<file path="src/rtl/exp_golomb_decode.sv">
// Exp-Golomb (order k) bitstream decoder with a 32-bit refillable bit buffer.
// Optional trailing sign bit for AC levels; overflow of the zero prefix reports err.
module exp_golomb_decode (
    input  logic        clk,
    input  logic        reset_n,
    input  logic        start,
    input  logic [2:0]  k,
    input  logic        is_ac_level,
    input  logic [31:0] in_data,
    input  logic        in_valid,
    output logic        in_ready,
    input  logic        flush,
    output logic [31:0] val,
    output logic        minus,
    output logic [31:0] codeword_length,
    output logic        err,
    output logic        out_valid,
    input  logic        out_ready,
    output logic        busy
);

    // state | meaning
    // IDLE  | waiting for start
    // ZEROS | counting the leading-zero prefix
    // BITS  | shifting the remaining suffix bits into acc
    // SIGN  | reading the trailing sign bit (AC levels only)
    // DONE  | result valid, held until out_ready
    // ERR   | zero prefix overflowed, held until out_ready
    typedef enum logic [2:0] {
        S_IDLE, S_ZEROS, S_BITS, S_SIGN, S_DONE, S_ERR
    } state_t;

    state_t      state;
    logic [31:0] sh_buf;
    logic [5:0]  bits_left;
    logic [2:0]  k_r;
    logic        ac_r;
    logic [5:0]  zcnt;
    logic [5:0]  rem;
    logic [31:0] acc;

    logic        bit_avail;
    logic        cur_bit;
    logic        consume;
    logic [5:0]  zcnt_inc;
    logic [5:0]  zlimit;
    logic [5:0]  rem_init;
    logic [31:0] acc_shift;
    logic [31:0] k_pow;
    logic [31:0] len_done;

    assign in_ready  = (bits_left == 6'd0);
    assign busy      = (state != S_IDLE);
    assign bit_avail = (bits_left != 6'd0);
    assign cur_bit   = sh_buf[31];
    assign consume   = bit_avail &&
                       (state == S_ZEROS || state == S_BITS || state == S_SIGN);
    assign zcnt_inc  = zcnt + 6'd1;
    assign zlimit    = 6'd32 - {3'd0, k_r};
    assign rem_init  = zcnt + {3'd0, k_r};
    assign acc_shift = (acc << 1) | {31'd0, cur_bit};
    assign k_pow     = 32'd1 << k_r;
    assign len_done  = {25'd0, zcnt, 1'b0} + {29'd0, k_r} + 32'd1 + {31'd0, ac_r};

    always_ff @(posedge clk) begin
        if (!reset_n) begin
            state           <= S_IDLE;
            sh_buf          <= 32'd0;
            bits_left       <= 6'd0;
            k_r             <= 3'd0;
            ac_r            <= 1'b0;
            zcnt            <= 6'd0;
            rem             <= 6'd0;
            acc             <= 32'd0;
            val             <= 32'd0;
            minus           <= 1'b0;
            codeword_length <= 32'd0;
            err             <= 1'b0;
            out_valid       <= 1'b0;
        end else if (flush) begin
            bits_left <= 6'd0;
            state     <= S_IDLE;
            out_valid <= 1'b0;
        end else begin
            // a load and a consume can never coincide: loads need an empty buffer
            if (in_valid && in_ready) begin
                sh_buf    <= in_data;
                bits_left <= 6'd32;
            end else if (consume) begin
                sh_buf    <= sh_buf << 1;
                bits_left <= bits_left - 6'd1;
            end

            case (state)
                S_IDLE: begin
                    if (start) begin
                        k_r   <= k;
                        ac_r  <= is_ac_level;
                        zcnt  <= 6'd0;
                        acc   <= 32'd0;
                        state <= S_ZEROS;
                    end
                end
                S_ZEROS: begin
                    if (bit_avail) begin
                        if (!cur_bit) begin
                            zcnt <= zcnt_inc;
                            if (zcnt_inc == zlimit) begin
                                state           <= S_ERR;
                                val             <= 32'd0;
                                minus           <= 1'b0;
                                err             <= 1'b1;
                                codeword_length <= {26'd0, zcnt_inc};
                                out_valid       <= 1'b1;
                            end
                        end else begin
                            acc <= 32'd1;
                            rem <= rem_init;
                            if (rem_init != 6'd0) begin
                                state <= S_BITS;
                            end else if (ac_r) begin
                                state <= S_SIGN;
                            end else begin
                                // only reachable with k=0, zcnt=0: value 0
                                state           <= S_DONE;
                                val             <= 32'd1 - k_pow;
                                minus           <= 1'b0;
                                err             <= 1'b0;
                                codeword_length <= len_done;
                                out_valid       <= 1'b1;
                            end
                        end
                    end
                end
                S_BITS: begin
                    if (bit_avail) begin
                        acc <= acc_shift;
                        rem <= rem - 6'd1;
                        if (rem == 6'd1) begin
                            if (ac_r) begin
                                state <= S_SIGN;
                            end else begin
                                state           <= S_DONE;
                                val             <= acc_shift - k_pow;
                                minus           <= 1'b0;
                                err             <= 1'b0;
                                codeword_length <= len_done;
                                out_valid       <= 1'b1;
                            end
                        end
                    end
                end
                S_SIGN: begin
                    if (bit_avail) begin
                        state           <= S_DONE;
                        val             <= acc - k_pow;
                        minus           <= cur_bit;
                        err             <= 1'b0;
                        codeword_length <= len_done;
                        out_valid       <= 1'b1;
                    end
                end
                S_DONE, S_ERR: begin
                    if (out_ready) begin
                        state     <= S_IDLE;
                        out_valid <= 1'b0;
                    end
                end
                default: state <= S_IDLE;
            endcase
        end
    end

endmodule

</file>
<file path="config.mk">
export PLATFORM = sky130hd
export DESIGN_NAME = exp_golomb_decode
export DESIGN_NICKNAME = d
export VERILOG_FILES = /design/src/rtl/exp_golomb_decode.sv
export SDC_FILE = /design/constraint.sdc
export NUM_CORES = 1
export LEC_CHECK = 0
export ABC_AREA = 0
export CAP_MARGIN = 10
export CORE_ASPECT_RATIO = 1.5
export CORE_UTILIZATION = 50
export CTS_CLUSTER_DIAMETER = 80
export DETAILED_ROUTE_END_ITERATION = 6
export GPL_TIMING_DRIVEN = 1
export PLACE_DENSITY = 0.73
export SKIP_CTS_REPAIR_TIMING = 1
export SLEW_MARGIN = 30
export SYNTH_ARGS = -nofsm -noshare
export SYNTH_HDL_FRONTEND = slang
export SYNTH_SLANG_ARGS = --single-unit
export TNS_END_PERCENT = 20
</file>
<file path="constraint.sdc">
create_clock -name clk -period 6.95 [get_ports clk]
set_input_delay 2.085 -clock clk [delete_from_list [all_inputs] [get_ports clk]]
set_output_delay 2.085 -clock clk [all_outputs]
set_load 0.02 [all_outputs]
</file>
**After elaboration in Yosys (flattened, before gate mapping)**

Cells that the tools add are included.

- Flip-flop bits (word level): 156
- Input port bits: 42

- Add/sub/neg operators: 11
- Equality and inequality tests: 19
- Shift operators: 1
- Mux-type cells: 74
- Bitwise operators: 3
- Reduce and logical (&&, ||, !) cells: 27

Operators by type and width:

| kind | count |
|---|---|
| two-way mux 32 bit | 23 |
| case mux 32 bit (3 select lines) | 3 |
| subtractor 32 bit | 2 |
| two-way mux 6 bit | 8 |
| OR 32 x 1 -> 32 bit | 1 |
| left shift 1 x 3 -> 32 bit, first input constant | 1 |
| subtractor 1 x 32 -> 32 bit, first input constant | 1 |
| two-way mux 3 bit | 10 |
| two-way mux 1 bit | 24 |
| case mux 6 bit (2 select lines) | 2 |
| inequality test 2 bit, second input constant | 8 |
| AND reduction 8 bit | 2 |
| case mux 3 bit (5 select lines) | 1 |
| nonzero test 6 bit | 2 |
| subtractor 6 x 1 -> 6 bit, second input constant | 2 |
| adder 9 x 1 -> 10 bit | 1 |
| AND reduction 10 bit | 1 |
| AND reduction 5 bit | 2 |
| adder 8 x 1 -> 9 bit, second input constant | 1 |
| nonzero test 3 bit | 3 |
| adder 7 x 3 -> 8 bit | 1 |
| AND reduction 7 bit | 1 |
| adder 6 x 1 -> 6 bit, second input constant | 1 |
| adder 6 x 3 -> 6 bit | 1 |
| other kinds (23) | 33 |

**Longest topological paths before layout**

- Depth in word-level cells: 8
- Depth in mapped cells: 17

**Worst setup path after synthesis**

No wires, ideal clock.

- Path kind: register -> register
- Start: register state[1]
- End: register val[18]
- Arrival time: 4.012 ns
- Data required time: 6.827 ns
- Path slack: 2.814 ns
- Stages on the path, launching flop included: 18
- Buffers on the path: 4
- Period minus slack after synthesis: 4.136 ns
- Path through: dfxtp_1 buf_2 and3b_1 buf_2 buf_1 buf_1 mux2i_1 ha_1 inv_1 fa_1 a211o_1 a21oi_1 o2bb2ai_1 nand2_1 or4_1 and3_1 o21ai_0 a21oi_1

- Longest elaborated chain between the ends: 3
- Elaborated cells on any way between the ends: 14

Ends and longest elaborated chain:

| item | line | source |
|---|---|---|
| start: declaration | 33 | `state_t state;` |
| start signal: assignment | 67 | `state <= S_IDLE;` |
| start signal: assignment | 82 | `state <= S_IDLE;` |
| start signal: assignment | 101 | `state <= S_ZEROS;` |
| == test 3 x 1 -> 1 bit / == test 3 x 2 -> 1 bit (equally long branches) | 94 | `case (state)` |
| inequality test 3 bit (no line), or another cell as far along | - |  |
| AND reduction 10 bit (no line) | - |  |
| end signal: assignment | 126 | `val <= 32'd1 - k_pow;` |
| end signal: assignment | 144 | `val <= acc_shift - k_pow;` |
| end signal: assignment | 156 | `val <= acc - k_pow;` |
| end: declaration | 13 | `output logic [31:0] val,` |

Parallel ways exist; a longest one is shown, timed or not.
A chain may end at the register's enable or synchronous reset.

**Worst setup path in the final report**

- Start: register bits_left[0]
- End: output port in_ready

- Longest elaborated chain between the ends: 1

Ends and longest elaborated chain:

| item | line | source |
|---|---|---|
| start: declaration | 35 | `logic [5:0] bits_left;` |
| start signal: assignment | 91 | `bits_left <= bits_left - 6'd1;` |
| zero test 6 bit | 52 | `assign in_ready = (bits_left == 6'd0);` |
| end: declaration | 11 | `output logic in_ready,` |

Every way passes these cells.

==> impl_metrics.env <==
export IMPL_min_path_cells=1
export IMPL_areaGrowthSynthToFinish_pct=18.8
export IMPL_r2r_cells=14
export IMPL_layout_min_cycle_time_ns=5.12
export IMPL_synth_commonest_cells="dfxtp_1 (156), nand2_1 (140), nor2_1 (113)"
export IMPL_portBuffers=110
export IMPL_die_w_um=110
export IMPL_rsz0062_at_grt="false"
export IMPL_finalWirelength_um=24100
export IMPL_final_hold_violation_count=0
export IMPL_ys_types=81
export IMPL_fin_crit_sh=0.736
export IMPL_cts_root_buffer="clkbuf_16"
export IMPL_ys_flop_type="dfxtp_1"
export IMPL_endpoint_kind="output pin"
export IMPL_wl_per_cell_um=17.2
export IMPL_dpl_cell_area_mm2=0.00990
export IMPL_tightest_slew_ns=0.924
export IMPL_design_area_mm2=0.0105
export IMPL_max_clock_freq_mhz=195
export IMPL_rr_startpoint="state[1]$_SDFFE_PP0P_"
export IMPL_grt_pass1_vias=7714
export IMPL_vias=8477
export IMPL_status="finished, final reports clean"
export IMPL_power_density_mw_per_mm2=213
export IMPL_ys_warn_count=0
export IMPL_synthArstFlopShare=0
export IMPL_route_detailed_drc=0
export IMPL_hpwl_um=16700
export IMPL_drt_iter0_drc=547
export IMPL_die_h_um=165
export IMPL_drv_slew=0
export IMPL_via_per_inst=6.05
export IMPL_syn_avg_cell_area_um2=7.83
export IMPL_ctsHtreeMaxLevel=4
export IMPL_synth_top_area_frac=0.354
export IMPL_slew_headroom=0.384
export IMPL_rows=59
export IMPL_gp_congestion=0.891
export IMPL_clk_latency_ns=0.44
export IMPL_crit_fanout=38
export IMPL_tns_ns=0
export IMPL_cts_made_buffers=17
export IMPL_arrival_ns=3.03
export IMPL_setup_viol_count_final=0
export IMPL_whs_endpoint="codeword_length[29]$_SDFFE_PN0P_"
export IMPL_netlist_instances=1127
export IMPL_r2r_end="val[28]$_SDFFE_PN0P_"
export IMPL_drt_pass1_iterations=6
export IMPL_synth_area_leaders="dfxtp_1 (35%), nand2_1 (6.0%), a21oi_1 (5.5%)"
export IMPL_clock_sinks=156
export IMPL_hold_path_class="reg2reg"
export IMPL_antenna_found_initial=0
export IMPL_dieArea_mm2=0.0182
export IMPL_grt_max_degree=64
export IMPL_start_util=0.511
export IMPL_drv_cap=0
export IMPL_synth_top_area_cell="dfxtp_1"
export IMPL_criticalPathCategory="reg2out"
export IMPL_cts_max_path_buffers=2
export IMPL_synth_enable_flop_cells=0
export IMPL_cp_slowest_cell="clkdlybuf4s50_1"
export IMPL_grt_pass1_wl_um=38800
export IMPL_leakagePower_nw=3.93
export IMPL_syn_cell_area_mm2=0.00882
export IMPL_grtUsageTotal=0.264
export IMPL_fin_hold_ws_ns=0.455
export IMPL_yosysMostFrequentCell="dfxtp_1"
export IMPL_synth_seq_cells=156
export IMPL_drive_above_1_share=0.0665
export IMPL_synthesis_nets=1203
export IMPL_gr_total_overflow=0
export IMPL_cp_required_ns=4.87
export IMPL_antennaDiodeCount=0
export IMPL_nFillCells=1566
export IMPL_ant_nets=0
export IMPL_synth_seq_area_share=0.354
export IMPL_cp_slowest_stage_delay_ns=0.73
export IMPL_start_kind="register"
export IMPL_regToRegSetupSlack_ns=2.49
export IMPL_cp_num_buf_inv=3
export IMPL_critPathTopFamily="buffers and inverters"
export IMPL_coreArea_mm2=0.0173
export IMPL_ios=111
export IMPL_hold_start="codeword_length[29]$_SDFFE_PN0P_"
export IMPL_worstPathCellList="inv_1 > ha_1 > or3b_1 > or3_1 > inv_2 > clkdlybuf4s50_1"
export IMPL_final_nets=1251
export IMPL_cts_tree="yes"
export IMPL_clock_skew_ns=0.0100
export IMPL_clk_pin_slew_ns=0.06
export IMPL_ir_worst_vdd_mv=0.211
-- kinds of logic after synthesis --
family / synth area share
adders and majority gates: 0.0508
xor gates and xnor gates: 0.0403
AOI/OAI and AO/OA: 0.220
DFF: 0.354
muxes: 0.0241
and+or+nand+nor: 0.255
buffers and inverters: 0.0559
-- registers in the layout (all words and copies together), names as in the netlist --
name and cells:
minus 1, codeword_length 32, sh_buf 32, err 1, out_valid 1, ac_r 1
zcnt 6, k_r 3, bits_left 6, rem 6, acc 32, val 32
state 3
-- layout by cell type (no fill, tap or decap), types with 26 or more instances in the layout --
| cell type | Yosys | final |
|---|---|---|
| ha_1 | 31 | 31 |
| xnor2_1 | 26 | 26 |
| nand2_1 | 140 | 140 |
| dfxtp_1 | 156 | 156 |
| nor2_1 | 113 | 111 |
| clkdlybuf4s50_1 | 0 | 110 |
| o21ai_0 | 48 | 48 |
| a311oi_1 | 38 | 38 |
| nand3_1 | 82 | 82 |
| nor3_1 | 30 | 30 |
| a21oi_1 | 97 | 97 |
-- how the worst max path moves through the flow --
stage	startpoint	end	cells after the start
after floorplan	state[1]$_SDFFE_PP0P_	val[18]$_SDFFE_PN0P_	17
after global placement	flush	codeword_length[7]$_SDFFE_PN0P_	7
after detailed placement	flush	codeword_length[7]$_SDFFE_PN0P_	7
after CTS	bits_left[0]$_SDFFE_PP0P_	in_ready	6
after global routing	bits_left[0]$_SDFFE_PP0P_	in_ready	6
final	bits_left[0]$_SDFFE_PP0P_	in_ready	6
-- cell type report --
cell class | count | area (um^2) | share of cell area
flip-flops and latches | 156 | 3120 | 0.298
clock inverters | 10 | 116 | 0.0111
clock buffers | 22 | 464 | 0.0443
multi-input cells | 852 | 5220 | 0.498
inverters | 26 | 97.6 | 0.00931
well taps | 213 | 267 | 0.0254
repair buffers | 122 | 1190 | 0.114
-- worst reg2reg max path: cells and delay by family (launching register included) --
family	cells	cell delay, ns
and+or+nand+nor	3	0.98
adders and majority gates	2	0.63
muxes	1	0.28
AOI/OAI and AO/OA	6	1.47
DFF	1	0.61
buffers and inverters	2	0.37
-- metal layers --
metal,routed length [um],GRT usage,up-vias
met4,981,0.140,0
met3,1330,0.0470,66
met5,0,0,-
met1,9730,0.304,4018
met2,12100,0.468,290
li1,-,-,4103
-- per-stage QoR --
step                      utilization  setup slack [ns]  total power [mW]  instances
after CTS                       0.607              1.82              2.24       1401
final                           0.607              1.83              2.23       1401
after global placement          0.573              2.15              1.32       1369
after floorplan                     -              2.81              1.22       1127
after detailed placement        0.573              2.05              1.33       1369
after global routing            0.607              1.70              2.33       1401
-- report_power, final --
group	switching [mW]	total [mW]	internal, mW
Sequential	0.0214	0.945	0.924
Clock	0.374	0.921	0.547
Combinational	0.218	0.368	0.149
Total	0.614	2.23	1.62
No activity file was read; power rests on OpenSTA's default activity.
